### config.mk
export PLATFORM = sky130hd
export DESIGN_NAME = dff_pipe_flat
export DESIGN_NICKNAME = d
export VERILOG_FILES = /design/src/rtl/dff_pipe_pkg.sv /design/src/rtl/dff_pipe_if.sv /design/src/rtl/dff_pipe_stage.sv /design/src/rtl/dff_pipe.sv /design/src/flat_wrapper.sv
export SDC_FILE = /design/constraint.sdc
export NUM_CORES = 1
export LEC_CHECK = 0
export ABC_AREA = 0
export CAP_MARGIN = 20
export CORE_UTILIZATION = 44
export CTS_BUF_LIST = sky130_fd_sc_hd__clkbuf_4
export CTS_CLUSTER_SIZE = 16
export DETAILED_ROUTE_END_ITERATION = 7
export PLACE_DENSITY = 0.76
export SLEW_MARGIN = 20
export SYNTH_ARGS = -nofsm -noshare
export SYNTH_HDL_FRONTEND = slang
export SYNTH_SLANG_ARGS = --single-unit
### constraint.sdc
create_clock -name clk -period 2.85 [get_ports clk]
set_clock_uncertainty 0.2 [all_clocks]
set_input_delay 0.855 -clock clk [delete_from_list [all_inputs] [get_ports clk]]
set_output_delay 0.855 -clock clk [all_outputs]
set_load 0.01 [all_outputs]
### src/rtl/dff_pipe_pkg.sv
// Shared defaults and helpers for the dff_pipe register pipeline.
package dff_pipe_pkg;

   localparam int DEFAULT_WIDTH = 8;
   localparam int DEFAULT_DEPTH = 4;

   // Occupancy counter width: must represent 0..depth inclusive.
   function automatic int cnt_w(input int depth);
      return $clog2(depth + 1);
   endfunction

endpackage

### src/rtl/dff_pipe_if.sv
// Producer/consumer handshake bundle for dff_pipe; slave is the pipeline side.
interface dff_pipe_if #(
   parameter int WIDTH = dff_pipe_pkg::DEFAULT_WIDTH,
   parameter int DEPTH = dff_pipe_pkg::DEFAULT_DEPTH
);
   logic                                     in_valid;
   logic                                     in_ready;
   logic [WIDTH-1:0]                         in_data;
   logic                                     out_valid;
   logic                                     out_ready;
   logic [WIDTH-1:0]                         out_data;
   logic [dff_pipe_pkg::cnt_w(DEPTH)-1:0]    count;

   modport master (
      output in_valid, in_data, out_ready,
      input  in_ready, out_valid, out_data, count
   );

   modport slave (
      input  in_valid, in_data, out_ready,
      output in_ready, out_valid, out_data, count
   );
endinterface

### src/rtl/dff_pipe_stage.sv
// One handshaked pipeline stage holding a valid bit and a data word.
module dff_pipe_stage #(
   parameter int WIDTH = 8
) (
   input  logic             clk,
   input  logic             reset,
   input  logic             clr,
   input  logic             up_valid,
   input  logic [WIDTH-1:0] up_data,
   input  logic             dn_ready,
   output logic             valid,
   output logic [WIDTH-1:0] q
);
   typedef struct packed {
      logic             valid;
      logic [WIDTH-1:0] data;
   } stage_t;

   stage_t st_q;
   logic   load;

   // An empty stage always loads, which is what collapses bubbles.
   assign load = !st_q.valid || dn_ready;

   always_ff @(posedge clk) begin
      if (reset) begin
         st_q <= '0;
      end else if (clr) begin
         st_q.valid <= 1'b0;
      end else if (load) begin
         st_q.valid <= up_valid;
         if (up_valid) st_q.data <= up_data;
      end
   end

   assign valid = st_q.valid;
   assign q     = st_q.data;
endmodule

### src/rtl/dff_pipe.sv
// WIDTH x DEPTH valid/ready register pipeline with bubble collapsing and occupancy count.
// Optional flush port enabled by defining DFF_PIPE_FLUSH_EN.
module dff_pipe import dff_pipe_pkg::*; #(
   parameter int WIDTH = DEFAULT_WIDTH,
   parameter int DEPTH = DEFAULT_DEPTH
) (
   input  logic      clk,
   input  logic      reset,
`ifdef DFF_PIPE_FLUSH_EN
   input  logic      flush,
`endif
   dff_pipe_if.slave bus
);
   localparam int CW = cnt_w(DEPTH);

   logic [DEPTH-1:0] vld;
   logic [WIDTH-1:0] dat [DEPTH];
   logic [DEPTH:0]   rdy;
   logic [CW-1:0]    cnt;
   logic             clr;

`ifdef DFF_PIPE_FLUSH_EN
   assign clr = flush;
`else
   assign clr = 1'b0;
`endif

   // Ready ripples back from the consumer; any empty stage ahead opens the path.
   always_comb begin
      rdy        = '0;
      rdy[DEPTH] = bus.out_ready;
      for (int i = DEPTH - 1; i >= 0; i--) begin
         rdy[i] = !vld[i] || rdy[i+1];
      end
   end

   for (genvar i = 0; i < DEPTH; i++) begin : g_stage
      logic             up_v;
      logic [WIDTH-1:0] up_d;
      if (i == 0) begin : g_head
         assign up_v = bus.in_valid;
         assign up_d = bus.in_data;
      end else begin : g_body
         assign up_v = vld[i-1];
         assign up_d = dat[i-1];
      end
      dff_pipe_stage #(.WIDTH(WIDTH)) u_stage (
         .clk      (clk),
         .reset    (reset),
         .clr      (clr),
         .up_valid (up_v),
         .up_data  (up_d),
         .dn_ready (rdy[i+1]),
         .valid    (vld[i]),
         .q        (dat[i])
      );
   end

   always_comb begin
      cnt = '0;
      for (int i = 0; i < DEPTH; i++) begin
         cnt = cnt + CW'(vld[i]);
      end
   end

   assign bus.in_ready  = rdy[0] && !reset && !clr;
   assign bus.out_valid = vld[DEPTH-1];
   assign bus.out_data  = dat[DEPTH-1];
   assign bus.count     = cnt;
endmodule

### src/flat_wrapper.sv
// flat-port wrapper written by rule: the top's interface ports become plain ports
module dff_pipe_flat import dff_pipe_pkg::*;
#(
   parameter int WIDTH = DEFAULT_WIDTH,
   parameter int DEPTH = DEFAULT_DEPTH
)
  (clk, reset, bus_in_valid, bus_in_data, bus_out_ready, bus_in_ready, bus_out_valid, bus_out_data, bus_count);
  dff_pipe_if #(.WIDTH(WIDTH), .DEPTH(DEPTH)) bus_i ();
  input  logic clk;
  input  logic reset;
  input wire logic [$bits(bus_i.in_valid)-1:0] bus_in_valid;
  input wire logic [$bits(bus_i.in_data)-1:0] bus_in_data;
  input wire logic [$bits(bus_i.out_ready)-1:0] bus_out_ready;
  output wire logic [$bits(bus_i.in_ready)-1:0] bus_in_ready;
  output wire logic [$bits(bus_i.out_valid)-1:0] bus_out_valid;
  output wire logic [$bits(bus_i.out_data)-1:0] bus_out_data;
  output wire logic [$bits(bus_i.count)-1:0] bus_count;
  assign bus_i.in_valid = bus_in_valid;
  assign bus_i.in_data = bus_in_data;
  assign bus_i.out_ready = bus_out_ready;
  assign bus_in_ready = bus_i.in_ready;
  assign bus_out_valid = bus_i.out_valid;
  assign bus_out_data = bus_i.out_data;
  assign bus_count = bus_i.count;
  dff_pipe #(.WIDTH(WIDTH), .DEPTH(DEPTH)) u_core (.clk(clk), .reset(reset), .bus(bus_i));
endmodule
After elaboration in Yosys (flattened, before gate mapping)

Index checks and enable logic that the tools add are counted.

Flip-flop bits (word level): 36

$add $sub $neg: 3
Reduce and logical (&&, ||, !) cells: 14

Operators with widths:

| kind              | count |
|---|---|
| $reduce_and 2->1  | 4 |
| $add 3x1->3       | 2 |
| $logic_not 1->1   | 5 |
| $logic_or 1x1->1  | 4 |
| $add 1x1->2       | 1 |
| $logic_and 1x1->1 | 1 |

Logic depth before layout (Yosys ltp)

Word-level depth: 6
Gate-level depth with buffers: 5
Depth with buffers taken out: 3

By module

From an unflattened synthesis, not the netlist that was laid out.

Cells, all modules: 170
Area total of the unflattened synthesis: 1,737.9 um^2

Modules (own cells, without submodules):

| module         | instances | cells an instance | area an instance (um^2) | sequential area each (um^2) |
|---|---|---|---|---|
| dff_pipe_stage | 4         | 39                | 410.4                   | 180.2 |
| dff_pipe       | 1         | 14                | 96.3                    | 0.0 |

Worst setup path after synthesis

No wires, ideal clock.

Kind: input -> output
Start: in reset
End: out bus_in_ready
Required time: 1.795 ns
Path buffers: 3
Path slack: 0.260 ns
Arrival time: 1.535 ns
Cell stages on the path: 4
Cell sequence: buf_2 > buf_2 > buf_2 > a21oi_1

Cells in the longest elaborated chain, start to end: 2

RTL lines:

| item              | line               | text |
|---|---|---|
| start, declared   | flat_wrapper.sv:10 | `input logic reset;` |
| $logic_not 1->1   | dff_pipe.sv:66     | `assign bus.in_ready = rdy[0] && !reset && !clr;` |
| $logic_and 1x1->1 | dff_pipe.sv:66     |  |
| end, declared     | flat_wrapper.sv:14 | `output wire logic [$bits(bus_i.in_ready)-1:0] bus_in_ready;` |

Every way passes these cells.

Worst setup path in the final report

Start: reg, netlist name u_core.g_stage[0].u_stage.valid
End: out bus_count[2]

Cells in the longest elaborated chain, start to end: 3

RTL lines:

| item                      | line               | text |
|---|---|---|
| $add 1x1->2               | dff_pipe.sv:62     | `cnt = cnt + CW'(vld[i]);` |
| $add 3x1->3 (2 in series) | dff_pipe.sv:62     |  |
| end, declared             | flat_wrapper.sv:17 | `output wire logic [$bits(bus_i.count)-1:0] bus_count;` |

Every way passes these cells.

==> impl_results.md <==
- Setup ws final: 84.84 ps
- Die X-Extent: 64.33 um
- FF+latch count, synth: 36
- Clk sinks: 36
- Yosys warns: 0
- Via density: 5.237
- Io pins: 25
- Post-synth top area share: 42.17%
- Netlist cell types: 27
- Largest net degree at the start of global routing: 69
- Commonest cells after routing, fill and taps aside: dfxtp_1 (34), nand2b_1 (23), clkdlybuf4s50_1 (18)
- GR Util All Layers: 16.12%
- HP Start: u_core.g_stage[2].u_stage.q[2]$_SDFFE_PP0P_
- Actual slew at the worst max-slew pin: ~530 ps
- Syn Nets: 201
- CP required: about 1800 ps
- Ys async rst share: 0%
- Setup Buffers After CTS: 0
- Power per cell area: 478.4 mW/mm2
- Slew margin rel.: 64.37%
- Initial antenna violation count: 0
- Vias in the first global route: 1156
- Hold Path End: u_core.g_stage[3].u_stage.q[2]$_SDFFE_PP0P_
- H-tree levels: 2
- First-pass GRT wire length: 5223 um
- Total CTS buffers: 5
- Cells after Synth: 186
- Min cycle time layout: 2765 ps
- DP HPWL: 1995 um
- Crit Path Class: reg -> out
- Worst-path clk slew: 120 ps
- Core Util, Final: 55.97%
- Top FF cell, synth: dfxtp_1
- Post-route cell area: ~0.0021 mm2
- Die ar.: a little over 0.004 mm2
- Final Max Tran Viols: 0
- Critical path arrival: 1710 ps
- Critical path buffer and inverter count: 1
- Final Cycle Share: 97.02%
- Status: complete, no violations
- Drt drc: 0
- Hold Worst Slack: 272.5 ps
- Top cell type by total area after synthesis: dfxtp_1
- Commonest non-fill, non-tap cell in the layout: dfxtp_1
- Net switching power: approximately 0.23 mW
- Port Buffer Count: 24
- Gpl congestion: 0.7163
- Post-synth EDFFs: 0
- Sequential fraction of the synthesis area: a little over two fifths
- Core Rows: 22
- Achievable Freq: 361.6 MHz
- Hold Path Stages: 2
- Max cap viols: 0
- Ranking of synthesized cells by area: dfxtp_1 (42%), nand2b_1 (8.4%), mux2i_1 (8.2%), a21oi_1 (4.4%), nand4b_1 (4.1%)
- Crit path launch type: flip-flop
- RR Startpoint: u_core.g_stage[2].u_stage.valid$_SDFFE_PP0P_
- DP Cell Count: approximately 250
- Part of the power in combinational logic: 10.2%
- Clock Power Share: a little over a third
- Placed Area: around 0.0020 mm2
- Slowest cell on crit path: fa_1
- Hold WC Path Type: reg -> reg
- Reg2Reg Capture Point: u_core.g_stage[0].u_stage.q[4]$_SDFFE_PP0P_
- CP delay by family, top: adder cells
- Antenna Nets Post-Route: 0
- WL per Instance: 11.84 um
- Detailed Route WL: 3042 um
- Total grt overflow: 0
- Root Driver: clkbuf_4
- Post-Syn Area per Cell: 9.189 um2
- Skew-Pair Late Insertion Delay: 330 ps
- Pre-CTS WS: -449.9 ps
- Clock buffer depth: 2
- DRT iter0 DRCs: 78
- Final cell count without fillers: 257
- Layout area overhead: 20.79%
- Leakage: 0.7617 nW
- Sequential Power Share: between 50 and 60%
- Setup Viol. Count Final: 0
- Int Pwr: 0.7579 mW
- Drt pass-1 iters: 4
- Hold Vio Cnt, Final: 0
- Core ar.: approximately 0.0037 mm2
- Antenna diode count: 0
- Crit path largest cell delay: 390 ps
- Synthesized cell area: ~0.0017 mm2
- Vias: 1346
- CTS tree: done
- Layout fillers: 358
- Die extent in y: 64.33 um
- Peak supply drop: around 0.26 mV
- Sw frac: a little under a quarter
- Crit Path Max Fanout: 2
- Cell breakdown of the critical path: ha_4 -> fa_1 -> ha_1 -> clkdlybuf4s15_1
- Fraction of layout cells with a size suffix above 1: 11.96%
- Critical path endpoint category: output port
- Reg2reg path depth: 5
- Initial core utilization: 46.34%
- FF-to-FF setup slack: 1130 ps
- RSZ-0062 raised after global routing: no
- Final #Nets: 223
-- cells by family after synthesis --
logic type,synth area share [%]
adders and majority gates,2.635
DFF,42.17
buffers and inverters,5.636
muxes,8.199
AOI/OAI and AO/OA,12.37
and+or+nand+nor,28.99
-- power by group through the flow --
stage / clock [mW] / sequential [mW] / combinational (mW)
after floorplan: 0 / 0.542 / 0.0707
after global placement: 0 / 0.544 / 0.102
after detailed placement: 0 / 0.544 / 0.104
after CTS: 0.364 / 0.534 / 0.102
after global routing: 0.386 / 0.536 / 0.113
final: 0.353 / 0.534 / 0.101
-- registers in the layout, indices dropped and copies added, names as in the netlist --
signal / cells
u_core.g_stage.u_stage.valid: 4
u_core.g_stage.u_stage.q: 32
-- cell usage after synthesis, types with 2 or more instances --
cell      instances
dfxtp_1          36
buf_4             2
inv_1             2
clkbuf_1          6
o32ai_1           8
nand2b_1         23
a21oi_1          15
mux2i_1          14
nor3_1            8
ha_1              2
nand2_1           8
nor3b_1           8
o21ai_0          10
nand3_1          10
nor2_1            2
or3_1             8
nand4b_1          8
buf_2             7
-- worst min-delay path: cells and delay by family, from the launching register on --
family	cells	cell delay [ps]
flops	1	330
simple gates	1	60
compound gates	1	50
-- final cells by class --
type                    count  area (um2)  area share [%]
multi-input cells         131       904.6           43.82
flip-flops and latches     36       723.2           35.03
repair buffers             32       289.0           14.00
well taps                  48       60.06           2.909
clock inverters             3       42.54           2.061
clock buffers               5       37.54           1.818
inverters                   2       7.507          0.3636
-- per-stage QoR --
step	setup TNS [ps]	total power [mW]
floorplan	0	0.6127
finish	0	0.9877
global route	0	1.035
detailed placement	-458.9	0.6480
global placement	-457.9	0.6463
CTS	0	0.9995
-- per-layer routing --
| layer | vias up | part of all wire (%) | global-route usage [%] |
|---|---|---|---|
| li1 | 713 | - | - |
| met1 | 598 | 50 | 21.29 |
| met2 | 30 | 45 | 25.39 |
| met3 | 5 | 3.6 | 3.750 |
| met4 | 0 | 0.99 | 5.833 |
| met5 | - | 0 | 0 |
-- how the worst max path moves through the flow --
stage | cells past startpoint | slack, ps | end | start
after global routing | 4 | 10 | bus_count[1] | u_core.g_stage[0].u_stage.valid$_SDFFE_PP0P_
final | 4 | 80 | bus_count[2] | u_core.g_stage[0].u_stage.valid$_SDFFE_PP0P_
after global placement | 4 | -460 | bus_in_ready | bus_out_ready
after floorplan | 4 | 260 | bus_in_ready | reset
after CTS | 4 | 20 | bus_count[2] | u_core.g_stage[0].u_stage.valid$_SDFFE_PP0P_
after detailed placement | 4 | -450 | bus_in_ready | bus_out_ready
-- what timing repair did --
item | 4_1_cts | 5_1_grt
setup endpoints to repair | 4 | 1
hold buffers | 0 | 0
pin swaps | 1 | 0
gates resized for setup | 13 | 1
endpoints found under the hold margin | 0 | 0
gates cloned | 0 | 0
(Power assumes the default switching activity.)
